$ cat src/rtl/multicycle_controller_if.sv
// Control/status bundle between the multicycle controller and its datapath.
// The controller uses the slave view; the datapath (or a bench) uses the master view.
interface multicycle_controller_if #(
    parameter int unsigned STATE_W = 4
);
    logic [6:0]         op;
    logic [2:0]         funct3;
    logic               funct7;
    logic               zero;

    logic               pcwrite;
    logic               adrsrc;
    logic               memwrite;
    logic               irwrite;
    logic [1:0]         resultsrc;
    logic [1:0]         alusrca;
    logic [1:0]         alusrcb;
    logic               regwrite;
    logic [1:0]         immsrc;
    logic [2:0]         alu_control;
    logic [STATE_W-1:0] state_dbg;

    modport slave (
        input  op, funct3, funct7, zero,
        output pcwrite, adrsrc, memwrite, irwrite, resultsrc, alusrca, alusrcb,
               regwrite, immsrc, alu_control, state_dbg
    );

    modport master (
        output op, funct3, funct7, zero,
        input  pcwrite, adrsrc, memwrite, irwrite, resultsrc, alusrca, alusrcb,
               regwrite, immsrc, alu_control, state_dbg
    );
endinterface

$ cat src/rtl/multicycle_controller.sv
// Control FSM for a shared-memory, single-ALU RISC-V multicycle datapath.
// Outputs are Moore decodes of state, except pcwrite (zero in BEQ) and immsrc/alu_control (op/funct).
module multicycle_controller #(
    parameter int unsigned STATE_W = 4
) (
    input  logic                    clk,
    input  logic                    reset,
    multicycle_controller_if.slave  bus
);
    localparam int unsigned OP_W  = 7;
    localparam int unsigned ALU_W = 3;

    localparam logic [OP_W-1:0] OP_LOAD  = OP_W'(7'b0000011);
    localparam logic [OP_W-1:0] OP_STORE = OP_W'(7'b0100011);
    localparam logic [OP_W-1:0] OP_RTYPE = OP_W'(7'b0110011);
    localparam logic [OP_W-1:0] OP_ITYPE = OP_W'(7'b0010011);
    localparam logic [OP_W-1:0] OP_BEQ   = OP_W'(7'b1100011);
    localparam logic [OP_W-1:0] OP_JAL   = OP_W'(7'b1101111);

    localparam logic [ALU_W-1:0] ALU_ADD = ALU_W'(3'b000);
    localparam logic [ALU_W-1:0] ALU_SUB = ALU_W'(3'b001);
    localparam logic [ALU_W-1:0] ALU_AND = ALU_W'(3'b010);
    localparam logic [ALU_W-1:0] ALU_OR  = ALU_W'(3'b011);
    localparam logic [ALU_W-1:0] ALU_SLT = ALU_W'(3'b101);

    typedef enum logic [STATE_W-1:0] {
        S_FETCH    = STATE_W'(0),
        S_DECODE   = STATE_W'(1),
        S_MEMADR   = STATE_W'(2),
        S_MEMREAD  = STATE_W'(3),
        S_MEMWB    = STATE_W'(4),
        S_MEMWRITE = STATE_W'(5),
        S_EXECR    = STATE_W'(6),
        S_EXECI    = STATE_W'(7),
        S_ALUWB    = STATE_W'(8),
        S_BEQ      = STATE_W'(9),
        S_JAL      = STATE_W'(10)
    } state_t;

    state_t             r_state;
    state_t             w_next;
    logic               w_pcwrite;
    logic               w_adrsrc;
    logic               w_memwrite;
    logic               w_irwrite;
    logic               w_regwrite;
    logic [1:0]         w_resultsrc;
    logic [1:0]         w_alusrca;
    logic [1:0]         w_alusrcb;
    logic [ALU_W-1:0]   w_alu_control;
    logic [ALU_W-1:0]   w_funct_alu;
    logic [1:0]         w_immsrc;

    always_ff @(posedge clk) begin
        if (reset) r_state <= S_FETCH;
        else       r_state <= w_next;
    end

    // ALU operation requested by funct fields (only consumed in EXECR/EXECI)
    always_comb begin
        w_funct_alu = ALU_ADD;
        case (bus.funct3)
            3'b000:  w_funct_alu = (bus.op[5] & bus.funct7) ? ALU_SUB : ALU_ADD;
            3'b010:  w_funct_alu = ALU_SLT;
            3'b110:  w_funct_alu = ALU_OR;
            3'b111:  w_funct_alu = ALU_AND;
            default: w_funct_alu = ALU_ADD;
        endcase
    end

    always_comb begin
        w_immsrc = 2'b00;
        case (bus.op)
            OP_STORE: w_immsrc = 2'b01;
            OP_BEQ:   w_immsrc = 2'b10;
            OP_JAL:   w_immsrc = 2'b11;
            default:  w_immsrc = 2'b00;
        endcase
    end

    always_comb begin
        w_next        = S_FETCH;
        w_pcwrite     = 1'b0;
        w_adrsrc      = 1'b0;
        w_memwrite    = 1'b0;
        w_irwrite     = 1'b0;
        w_regwrite    = 1'b0;
        w_resultsrc   = 2'b00;
        w_alusrca     = 2'b00;
        w_alusrcb     = 2'b00;
        w_alu_control = ALU_ADD;
        case (r_state)
            S_FETCH: begin
                w_irwrite   = 1'b1;
                w_alusrcb   = 2'b10;
                w_resultsrc = 2'b10;
                w_pcwrite   = 1'b1;
                w_next      = S_DECODE;
            end
            S_DECODE: begin
                w_alusrca = 2'b01;
                w_alusrcb = 2'b01;
                case (bus.op)
                    OP_LOAD, OP_STORE: w_next = S_MEMADR;
                    OP_RTYPE:          w_next = S_EXECR;
                    OP_ITYPE:          w_next = S_EXECI;
                    OP_BEQ:            w_next = S_BEQ;
                    OP_JAL:            w_next = S_JAL;
                    default:           w_next = S_FETCH;
                endcase
            end
            S_MEMADR: begin
                w_alusrca = 2'b10;
                w_alusrcb = 2'b01;
                w_next    = bus.op[5] ? S_MEMWRITE : S_MEMREAD;
            end
            S_MEMREAD: begin
                w_adrsrc = 1'b1;
                w_next   = S_MEMWB;
            end
            S_MEMWB: begin
                w_resultsrc = 2'b01;
                w_regwrite  = 1'b1;
            end
            S_MEMWRITE: begin
                w_adrsrc   = 1'b1;
                w_memwrite = 1'b1;
            end
            S_EXECR: begin
                w_alusrca     = 2'b10;
                w_alu_control = w_funct_alu;
                w_next        = S_ALUWB;
            end
            S_EXECI: begin
                w_alusrca     = 2'b10;
                w_alusrcb     = 2'b01;
                w_alu_control = w_funct_alu;
                w_next        = S_ALUWB;
            end
            S_ALUWB: w_regwrite = 1'b1;
            S_JAL: begin
                w_alusrca = 2'b01;
                w_alusrcb = 2'b10;
                w_pcwrite = 1'b1;
                w_next    = S_ALUWB;
            end
            S_BEQ: begin
                w_alusrca     = 2'b10;
                w_alu_control = ALU_SUB;
                w_pcwrite     = bus.zero;
            end
            default: w_next = S_FETCH;
        endcase
    end

    // Architectural write enables are suppressed while reset is held
    assign bus.pcwrite     = w_pcwrite  & ~reset;
    assign bus.irwrite     = w_irwrite  & ~reset;
    assign bus.regwrite    = w_regwrite & ~reset;
    assign bus.memwrite    = w_memwrite & ~reset;
    assign bus.adrsrc      = w_adrsrc;
    assign bus.resultsrc   = w_resultsrc;
    assign bus.alusrca     = w_alusrca;
    assign bus.alusrcb     = w_alusrcb;
    assign bus.immsrc      = w_immsrc;
    assign bus.alu_control = w_alu_control;
    assign bus.state_dbg   = r_state;
endmodule

$ cat src/flat_wrapper.sv
// flat-port wrapper written by rule: the top's interface ports become plain ports
module multicycle_controller_flat 
#(
    parameter int unsigned STATE_W = 4
)
  (clk, reset, bus_op, bus_funct3, bus_funct7, bus_zero, bus_pcwrite, bus_adrsrc, bus_memwrite, bus_irwrite, bus_resultsrc, bus_alusrca, bus_alusrcb, bus_regwrite, bus_immsrc, bus_alu_control, bus_state_dbg);
  multicycle_controller_if #(.STATE_W(STATE_W)) bus_i ();
  input  logic clk;
  input  logic reset;
  input wire logic [$bits(bus_i.op)-1:0] bus_op;
  input wire logic [$bits(bus_i.funct3)-1:0] bus_funct3;
  input wire logic [$bits(bus_i.funct7)-1:0] bus_funct7;
  input wire logic [$bits(bus_i.zero)-1:0] bus_zero;
  output wire logic [$bits(bus_i.pcwrite)-1:0] bus_pcwrite;
  output wire logic [$bits(bus_i.adrsrc)-1:0] bus_adrsrc;
  output wire logic [$bits(bus_i.memwrite)-1:0] bus_memwrite;
  output wire logic [$bits(bus_i.irwrite)-1:0] bus_irwrite;
  output wire logic [$bits(bus_i.resultsrc)-1:0] bus_resultsrc;
  output wire logic [$bits(bus_i.alusrca)-1:0] bus_alusrca;
  output wire logic [$bits(bus_i.alusrcb)-1:0] bus_alusrcb;
  output wire logic [$bits(bus_i.regwrite)-1:0] bus_regwrite;
  output wire logic [$bits(bus_i.immsrc)-1:0] bus_immsrc;
  output wire logic [$bits(bus_i.alu_control)-1:0] bus_alu_control;
  output wire logic [$bits(bus_i.state_dbg)-1:0] bus_state_dbg;
  assign bus_i.op = bus_op;
  assign bus_i.funct3 = bus_funct3;
  assign bus_i.funct7 = bus_funct7;
  assign bus_i.zero = bus_zero;
  assign bus_pcwrite = bus_i.pcwrite;
  assign bus_adrsrc = bus_i.adrsrc;
  assign bus_memwrite = bus_i.memwrite;
  assign bus_irwrite = bus_i.irwrite;
  assign bus_resultsrc = bus_i.resultsrc;
  assign bus_alusrca = bus_i.alusrca;
  assign bus_alusrcb = bus_i.alusrcb;
  assign bus_regwrite = bus_i.regwrite;
  assign bus_immsrc = bus_i.immsrc;
  assign bus_alu_control = bus_i.alu_control;
  assign bus_state_dbg = bus_i.state_dbg;
  multicycle_controller #(.STATE_W(STATE_W)) u_core (.clk(clk), .reset(reset), .bus(bus_i));
endmodule
$ cat config.mk
export PLATFORM = sky130hd
export DESIGN_NAME = multicycle_controller_flat
export DESIGN_NICKNAME = d
export VERILOG_FILES = /design/src/rtl/multicycle_controller_if.sv /design/src/rtl/multicycle_controller.sv /design/src/flat_wrapper.sv
export SDC_FILE = /design/constraint.sdc
export NUM_CORES = 1
export LEC_CHECK = 0
export CORE_MARGIN = 2
export CORE_UTILIZATION = 37
export CTS_CLUSTER_DIAMETER = 150
export DETAILED_ROUTE_END_ITERATION = 16
export PLACE_DENSITY = 0.83
export SETUP_SLACK_MARGIN = 0.4
export SYNTH_ARGS = -nofsm -noshare
export SYNTH_HDL_FRONTEND = slang
export SYNTH_SLANG_ARGS = --single-unit
$ cat constraint.sdc
create_clock -name clk -period 4.38 [get_ports clk]
set_input_delay 0.657 -clock clk [delete_from_list [all_inputs] [get_ports clk]]
set_output_delay 0.657 -clock clk [all_outputs]
set_load 0.1 [all_outputs]
# Word level (Yosys, flattened, before mapping)
# Cells that the tools add are included.
# word_totals
regBits	4
latchBits	0
ram_bits	0
rom_bits	0
wordCells	52
n_memories	0
# classes
n_addsub	0
mul	0
div	0
magnitude_cmp	0
n_eq_ne	19
shift	0
mux	15
bitwise_logic	6
n_reduce_logical	11
# op_table
op	n
4-bit one-hot mux with 5 select lines	2
4-bit by 3-bit == test with 1-bit output (second input constant)	4
7-bit by 6-bit == test with 1-bit output (second input constant)	2
7-bit == test (second input constant)	2
4-bit == test (second input constant)	3
2-bit one-hot mux with 2 select lines	3
3-bit one-hot mux with 4 select lines	1
2-bit OR reduction	6
4-bit by 2-bit == test with 1-bit output (second input constant)	2
7-bit by 2-bit == test with 1-bit output (second input constant)	1
7-bit by 5-bit == test with 1-bit output (second input constant)	1
3-bit == test (second input constant)	2
2-bit one-hot mux with 3 select lines	1
3-bit one-hot mux with 2 select lines	1
3-bit OR reduction	2
1-bit bitwise AND	5
1-bit 2-to-1 mux	5
4-bit by 1-bit == test with 1-bit output (second input constant)	1
4-bit zero test	1
4-bit OR reduction	1
3-bit by 2-bit == test with 1-bit output (second input constant)	1
3-bit zero test	1
3-bit 2-to-1 mux	1
1-bit one-hot mux with 2 select lines	1
1-bit NOT	1

# Depth between registers and ports, before layout
# Gate-level depths: netlist of run 1.
# depth
depth_word	4
ltp_mapped	4

# Least setup slack after synthesis of run 1
# OpenSTA, ideal clock, no wires.
# synth_path
kind	reg2out
start	register u_core.r_state[3] (netlist: u_core.bus.state_dbg[3])
end	output port bus_pcwrite
arrival_time_ns	6.107
t_required_ns	3.723
slack_ns	-2.384
stages_incl_launch_ff	4
n_path_buf	1
path_cell_list	dfxtp_1 > clkbuf_1 > a21oi_1 > a2111oi_0
# synth_via
elab_chain_cells	4
# synth_rtl
item	line	text
start: declaration	multicycle_controller.sv:40	state_t r_state;
start signal: assignment	multicycle_controller.sv:56	else r_state <= w_next;
4-bit == test or 4-bit zero test (tied branches)	multicycle_controller.sv:92	case (r_state)
2-bit OR reduction (no line)	n/a	
1-bit one-hot mux with 2 select lines (*)	multicycle_controller.sv:92	
1-bit bitwise AND (*)	multicycle_controller.sv:157	assign bus.pcwrite = w_pcwrite & ~reset;
end: declaration	flat_wrapper.sv:14	output wire logic [$bits(bus_i.pcwrite)-1:0] bus_pcwrite;
# Mark *: on every way between the ends. The rest lies on a longest branch, timed or not.

# Worst setup path in the final report of run 1
# layout_path
start	register u_core.r_state[0] (netlist: u_core.bus.state_dbg[0])
end	output port bus_alusrca[0]
# layout_via
elab_chain_cells	3
# layout_rtl
item	line	text
4-bit by 2-bit == test with 1-bit output, or another cell as far along	multicycle_controller.sv:92	
4-bit OR reduction (no line) or 2-bit OR reduction (tied branches)	n/a	
2-bit one-hot mux with 2 select lines (*)	multicycle_controller.sv:92	
end: declaration	flat_wrapper.sv:19	output wire logic [$bits(bus_i.alusrca)-1:0] bus_alusrca;
# Marks and branches as above.

==> flow_metrics.tcl, run 1 <==
set metrics [dict create \
    grt.overflow.total 0 \
    vdd_drop_max_mv 0.187 \
    stdcell_count 120 \
    required_ns 3.72 \
    ys_types 35 \
    dp_cells 117 \
    cts_tree "built" \
    yosysSeqAreaShare_pct 15.8 \
    cts_resized 0 \
    placementRows 13 \
    holdPathStages 1 \
    rsz0062_at_grt "no" \
    fin_ws_ns 0.999 \
    ant_nets 0 \
    fin_crit_sh_pct 77.2 \
    path_class "reg2out" \
    clock_latency_ns 0.24 \
    setup_tns_ns 0 \
    hold_viol 0 \
    ys_seq_elements 4 \
    worstHoldStart "u_core.bus.state_dbg[0]" \
    clk_pin_slew_ns 0.04 \
    synth_area_sq_um 507 \
    combPwrFrac_pct 49.3 \
    clk_path_buf_depth 2 \
    areaGrowthSynthToFinish_pct 72.8 \
    intPower_uw 95.1 \
    muxShareOfSynthArea_pct 0 \
    htree_levels 1 \
    period_minus_slack_ns 3.38 \
    place_hpwl_microns 1150 \
    power_density_nw_per_um2 198 \
    slew_violations 0 \
    synth_area_leader_cell "dfxtp_1" \
    yosysMostFrequentCell "nor3_1" \
    clkPwrFrac_pct 27.0 \
    grt_first_pass_wirelength_microns 2200 \
    r2r_slack_ns 2.48 \
    cp-end-kind "output pin" \
    synthTopCellsByArea "dfxtp_1 16%, nor3_1 6.9%, a21oi_1 4.9%" \
    avgSynthCellArea_sq_um 6.85 \
    dieHeight_microns 41.0 \
    synth_top_area_share_pct 15.8 \
    crit_fanout 15 \
    wl_per_cell_microns 12.1 \
    gp_congestion 0.845 \
    pre_cts_ws_ns 1.25 \
    pin_count 34 \
    r2r-start "u_core.bus.state_dbg[0]" \
    firstDrtPassIters 4 \
    grt_use_met2_pct 31.6 \
    grt_use_met3_pct 10.3 \
    clkSinkCount 4 \
    outcome "finished clean" \
    largest_register_ffs 4 \
    synthesis.nets 88 \
    grt_pass1_vias 524 \
    dr.first_iter.drc_count 9 \
    syn_inst 74 \
    power.switching_uw 78.7 \
    wl_microns 1450 \
    skew_ns 0.00417 \
    swShare_pct 45.3 \
    min_path_type "reg2reg" \
    synthAdderAreaFrac_pct 0 \
    ff2ff_path_depth 3 \
    grt_max_degree 21 \
    core-area_sq_um 1280 \
    fp.dieW_microns 41.0 \
    io_buffers 33 \
    synth_top_family_by_area "simple AND/OR/NAND/NOR gates" \
    final_nets 121 \
    slew_headroom_pct 34.3 \
    async_reset_ff_share_pct 0 \
    setup.worst_path.start "u_core.bus.state_dbg[0]" \
    grtUsageMet1_pct 24.8 \
    start_kind "register" \
    fmax_ghz 0.296 \
    cap_violations 0 \
    critPathArrivalTime_ns 2.72 \
    synth-compound-area-share_pct 24.7 \
    die_area_sq_um 1680 \
    fillers 126 \
    post-cts-setup-buffers 0 \
    initial_core_util_pct 39.4 \
    worst_slew_pin_slew_ns 0.982 \
    yosysWarnings 0 \
    drc 0 \
    synth-edff-count 0 \
    placed_cell_area_sq_um 853 \
    p_leak_uw 0.000326 \
    root_buffer "clkbuf_4" \
    vias 666 \
    setup_violations 0 \
    min_to "u_core.bus.state_dbg[0]" \
    grt-busiest-layer "met2" \
    avgViaCountPerCell 5.55 \
    grt_usage_pct 20.5 \
    pwr-share-seq_pct 23.7 \
    r2r-end "u_core.bus.state_dbg[3]" \
    holdBufCountCts 0 \
    yosys.area_share.simple_pct 46.9 \
    diodes 0 \
    antenna_found_initial 0 \
    synth_common_cells "7 x nor3_1, 5 x a21oi_1, 5 x nand2_1, 5 x nor2_1" \
    numCtsBuffers 3 \
    synth-xor-area-share_pct 5.19 \
    design_area_sq_um 876 \
    drive_gt1_share_pct 19.0 \
    ys.flop_type "dfxtp_1" \
]
## area by class of cell
| class | count | area, sq um | area share, % |
|---|---|---|---|
| Clock buffer | 3 | 22.5 | 2.57 |
| Timing Repair Buffer | 33 | 310 | 35.4 |
| Inverter | 3 | 11.3 | 1.29 |
| Tap cell | 15 | 18.8 | 2.14 |
| Sequential cell | 4 | 80.1 | 9.14 |
| Multi-Input combinational cell | 62 | 433 | 49.4 |
## per-stage QoR
| step | hold WS [ns] | power, uW | util, % |
|---|---|---|---|
| final | 0.695 | 174 | 68.2 |
| after global routing | 0.728 | 187 | 68.2 |
| after CTS | 0.712 | 176 | 68.2 |
| after detailed placement | 0.697 | 128 | 66.4 |
| after global placement | 0.676 | 127 | 66.4 |
| after floorplan | 0.723 | 99.9 | - |
## critical path: stages (launching register included)
cell and delay [ns]:
dfxtp_1 0.63, inv_1 0.23, or3_1 0.35, a21oi_1 0.13
clkdlybuf4s50_1 1.15
## cell families after synthesis
family | count (synthesis)
and+or+nand+nor | 41
AOI/OAI and AO/OA | 18
buffers and inverters | 8
DFF | 4
xor gates and xnor gates | 3
## layer usage
metal  part of all wire [%]  vias to the layer above  wire, microns
met4                      0                        0              0
met1                     40                      297            586
met3                    7.2                        0            104
met2                     52                       27            757
li1                       -                      342              -
met5                      0                        -              0
## layout by cell type, fill, tap and decap left out, types with 3 or more instances in the layout
cell,netlist,final
dfxtp_1,4,4
or3_1,3,3
a21oi_1,5,5
nor3_1,7,4
clkdlybuf4s50_1,0,25
inv_1,3,3
nor3_2,0,3
nand2_1,5,5
clkbuf_4,0,3
nor2b_1,4,4
buf_4,0,8
nor2_1,5,5
nor3b_1,3,3
## worst max-delay path by stage
stage	slack [ns]	cells after the start	to
2_1_floorplan	0.26	3	bus_pcwrite
6_report	1.0	4	bus_alusrca[0]
4_1_cts	0.97	4	bus_alusrca[0]
3_3_place_gp	1.29	4	bus_alusrca[0]
3_5_place_dp	1.25	4	bus_alusrca[0]
5_1_grt	0.86	4	bus_alusrca[0]
## power by group through the flow
stage,clock network (uW),logic [uW],registers [uW]
6_report,46.9,85.8,41.1
3_3_place_gp,0,85.3,41.7
3_5_place_dp,0,86.0,41.7
4_1_cts,48.9,86.1,41.3
5_1_grt,55.1,90.4,41.4
2_1_floorplan,0,54.7,45.2
Note: power is estimated with default switching activity, not from simulation.
==> run 2: changes to the inputs <==
Settings changed: CORE_ASPECT_RATIO set to 1.1, CORE_UTILIZATION 37 to 34, PLACE_DENSITY 0.83 to 0.77.
Clock period 4.38 ns to 3.15 ns, I/O delays scaled along.
==> flow_metrics.tcl, run 2 (synthesis gave the netlist of run 1 again) <==
set metrics [dict create \
    vdd_drop_max_mv 0.197 \
    grt_use_met2_pct 36.6 \
    min_to "u_core.bus.state_dbg[0]" \
    grt-busiest-layer "met2" \
    slew_violations 0 \
    p_leak_uw 0.000367 \
    final_cell_mix "18 x buf_4, 13 x clkdlybuf4s50_1, 5 x nand2_1, 4 x nor2b_1, 4 x a21oi_1" \
    cap_violations 0 \
    antenna_found_initial 0 \
    avgViaCountPerCell 5.74 \
    outcome "finished clean" \
    largest_register_ffs 4 \
    worst_slew_pin_slew_ns 0.414 \
    htree_levels 1 \
    initial_core_util_pct 36.6 \
    gp_congestion 0.734 \
    final_nets 121 \
    fmax_ghz 0.409 \
    clk_path_buf_depth 2 \
    required_ns 2.68 \
    r2r-start "u_core.bus.state_dbg[0]" \
    min_path_type "reg2reg" \
    path_class "reg2out" \
    grtUsageMet1_pct 20.4 \
    fin_ws_ns 0.704 \
    drive_gt1_share_pct 41.0 \
    holdWs_ns 0.631 \
    grt_first_pass_wirelength_microns 2480 \
    grt_use_met3_pct 3.52 \
    rsz0062_at_grt "no" \
    holdBufCountCts 0 \
    power_density_nw_per_um2 257 \
    clk_pin_slew_ns 0.04 \
    io_buffers 33 \
    crit_fanout 15 \
    root_buffer "clkbuf_4" \
    die_area_sq_um 1820 \
    critPathArrivalTime_ns 1.97 \
    r2r_slack_ns 1.35 \
    clock_latency_ns 0.23 \
    grt_usage_pct 20.2 \
    setup.worst_path.start "u_core.bus.state_dbg[2]" \
    final_util_pct 70.3 \
    fin_total_pwr_uw 250 \
    cts_resized 0 \
    start_kind "register" \
    clkSinkCount 4 \
    grt_max_degree 21 \
    setup_violations 0 \
    setup_tns_ns 0 \
    drc 0 \
    skew_ns 0.00322 \
    seqCellArea_sq_um 90.1 \
    slew_headroom_pct 72.3 \
    grt_pass1_vias 606 \
    wl_microns 1720 \
    worstHoldStart "u_core.bus.state_dbg[0]" \
    fillers 118 \
    final_common_cell "buf_4" \
    pin_count 34 \
    place_hpwl_microns 1290 \
    placementRows 14 \
    dieHeight_microns 44.5 \
    dr.first_iter.drc_count 21 \
    areaGrowthSynthToFinish_pct 92.1 \
    period_minus_slack_ns 2.45 \
    grt.overflow.total 0 \
    hold_viol 0 \
    wl_per_cell_microns 14.2 \
    fp.dieW_microns 40.8 \
    cts_tree "built" \
    ant_nets 0 \
    firstDrtPassIters 6 \
    vias 695 \
    fin_crit_sh_pct 77.6 \
    pre_cts_ws_ns 0.778 \
    multi_input_comb_area_sq_um 524 \
    numCtsBuffers 3 \
    diodes 0 \
    cp-end-kind "output pin" \
    core-area_sq_um 1380 \
    post-cts-setup-buffers 0 \
    holdPathStages 1 \
    r2r-end "u_core.bus.state_dbg[3]" \
    ff2ff_path_depth 3 \
]
## run 2: metal layers
| metal | up-vias | wire, microns |
|---|---|---|
| met2 | 25 | 906 |
| li1 | 343 | - |
| met5 | - | 0 |
| met4 | 0 | 53 |
| met3 | 6 | 65 |
| met1 | 321 | 691 |
## run 2: worst max-delay path by stage
stage | to | slack, ns | depth (start not counted)
floorplan | bus_resultsrc[1] | -0.007 | 2
global placement | bus_irwrite | 0.77 | 4
global route | bus_alu_control[0] | 0.63 | 4
CTS | bus_alu_control[0] | 0.70 | 4
finish | bus_alu_control[0] | 0.70 | 4
detailed placement | bus_irwrite | 0.78 | 4
## run 2: cell type report
class	count	share of cell area (%)
multi-input cells	62	53.9
inverters	3	1.16
well taps	16	2.06
repair buffers	33	31.4
clock buffers	3	2.31
flip-flops and latches	4	9.25
## run 2: stage by stage
step           cell area [sq um]  cells
2_1_floorplan                654     74
3_3_place_gp                 951    118
3_5_place_dp                 951    118
4_1_cts                      973    121
5_1_grt                      973    121
6_report                     973    121
## run 2: where the power goes
part	internal (uW)	total [uW]	switching [uW]	leakage [uW]
Combinational	42.0	131	88.6	0.000319
Clock	42.5	62.6	20.0	0.0000138
Sequential	50.8	57.0	6.23	0.0000349
Total	135	250	115	0.000367
## run 2: critical path: stages (launching register included)
cell,delay (ns)
dfxtp_2,0.57
nor2b_1,0.43
nand2_1,0.17
o31ai_4,0.24
buf_4,0.32
==> run 3: changes to the inputs <==
Settings changed: CORE_UTILIZATION 34 to 31, PLACE_DENSITY 0.77 to 0.74.
Clock period 3.15 ns to 2.09 ns, I/O delays scaled along.
==> flow_metrics.tcl, run 3 (synthesis gave the netlist of run 1 again) <==
set metrics [dict create \
    io_buffers 33 \
    critPathArrivalTime_ns 1.54 \
    final_util_pct 97.3 \
    cap_violations 0 \
    firstDrtPassIters 4 \
    areaGrowthSynthToFinish_pct 199 \
    holdPathStages 4 \
    wl_per_cell_microns 27.1 \
    final_common_cell "buf_4" \
    stdcell_count 150 \
    worst_slew_pin_slew_ns 0.384 \
    avgViaCountPerCell 6.58 \
    p_leak_uw 0.000605 \
    vias 987 \
    dp_cells 123 \
    fin_crit_sh_pct 88.5 \
    fp.dieW_microns 42.6 \
    r2r_slack_ns 0.33 \
    min_path_type "in2reg" \
    clk_pin_slew_ns 0.04 \
    final_nets 149 \
    slew_violations 0 \
    clk_path_buf_depth 2 \
    cts_tree "built" \
    vdd_drop_max_mv 0.400 \
    crit_fanout 5 \
    fillers 21 \
    diodes 0 \
    r2r-start "u_core.bus.state_dbg[2]" \
    clock_latency_ns 0.25 \
    grt_pass1_vias 1040 \
    routed.top_layer "met4" \
    rsz0062_at_grt "yes" \
    slew_headroom_pct 74.3 \
    setup_violations 0 \
    fmax_ghz 0.541 \
    drive_gt1_share_pct 69.2 \
    min_to "u_core.bus.state_dbg[0]" \
    gp_congestion 0.765 \
    die_area_sq_um 1970 \
    antenna_found_initial 0 \
    wl_microns 4060 \
    cp-end-kind "output pin" \
    outcome "finished clean" \
    core-area_sq_um 1560 \
    power_density_nw_per_um2 314 \
    dr_wl_met3_microns 335 \
    required_ns 1.78 \
    drc 0 \
    root_buffer "clkbuf_4" \
    htree_levels 1 \
    placementRows 15 \
    final_cell_mix "26 x buf_4, 17 x buf_12, 6 x nor3_4, 6 x dlygate4sd2_1, 5 x nand2_1" \
    period_minus_slack_ns 1.85 \
    path_class "reg2out" \
    grt_first_pass_wirelength_microns 5400 \
    worstHoldStart "bus_op[3]" \
    wl_met2_microns 2110 \
    routedLengthMet1_microns 1370 \
    numCtsBuffers 3 \
    initial_core_util_pct 32.5 \
    grt_max_degree 13 \
    skew_ns 0.00189 \
    clkSinkCount 4 \
    ff2ff_path_depth 4 \
    place_hpwl_microns 1450 \
    ant_nets 0 \
    dieHeight_microns 46.4 \
    start_kind "register" \
    grt_usage_pct 38.9 \
    r2r-end "u_core.bus.state_dbg[3]" \
    hold_viol 0 \
    dr.first_iter.drc_count 28 \
    fin_total_pwr_uw 476 \
    grt.overflow.total 0 \
    pin_count 34 \
    largest_register_ffs 4 \
]
[run 3: cell types whose count changed in the layout (fill, tap and decap cells not counted), sizes merged]
cell / before / now
clkbuf: 3 / 5
buf: 20 / 48
clkdlybuf4s50: 13 / 4
dlygate4sd2: 0 / 6
clkdlybuf4s15: 0 / 1
[run 3: per-layer routing]
metal	vias up	GRT usage (%)
met4	0	20.6
met5	-	0
li1	398	-
met2	89	76.3
met1	476	38.1
met3	24	9.41
[run 3: area by class of cell]
cell class	instances	area [sq um]	share of cell area, %
repair buffers	61	709	46.8
multi-input cells	62	657	43.3
flip-flops and latches	4	95.1	6.27
clock buffers	3	22.5	1.49
well taps	17	21.3	1.40
inverters	3	11.3	0.743
[run 3: power by group]
part | total [uW] | internal [uW] | switching, uW
Sequential | 78.1 | 74.7 | 3.42
Combinational | 289 | 108 | 181
Clock | 108 | 65.0 | 43.4
Total | 476 | 248 | 228
[run 3: stage by stage]
step | setup WS [ns] | hold slack [ns] | setup TNS, ns | instance area (sq um)
after floorplan | -0.324 | 0.371 | -1.21 | 793
after global placement | 0.124 | 0.601 | 0 | 1270
after detailed placement | 0.0653 | 0.609 | 0 | 1270
after CTS | 0.317 | 0.548 | 0 | 1500
after global routing | 0.217 | 0.527 | 0 | 1520
final | 0.241 | 0.537 | 0 | 1520
[run 3: how the worst max path moves through the flow]
stage / end / slack (ns) / startpoint / depth (start not counted)
floorplan: bus_pcwrite / -0.32 / u_core.bus.state_dbg[1] / 4
global placement: bus_immsrc[0] / 0.12 / bus_op[2] / 5
detailed placement: u_core.bus.state_dbg[3] / 0.07 / bus_op[6] / 4
CTS: bus_pcwrite / 0.32 / u_core.bus.state_dbg[0] / 5
global route: bus_pcwrite / 0.22 / u_core.bus.state_dbg[0] / 5
finish: bus_pcwrite / 0.24 / u_core.bus.state_dbg[0] / 5
[run 3: what timing repair did]
item | CTS | global route
buffers inserted | 22 | 2
endpoints found under the setup margin | 14 | 16
pin swaps | 10 | 4
gates resized for setup | 25 | 5
hold buffers | 0 | 0
[run 3: worst max-delay path: stages, from the launching register on]
cell       delay [ns]
dfxtp_4          0.36
buf_6            0.14
nor2b_4          0.14
a21oi_2          0.07
a2111oi_4        0.35
buf_12           0.22
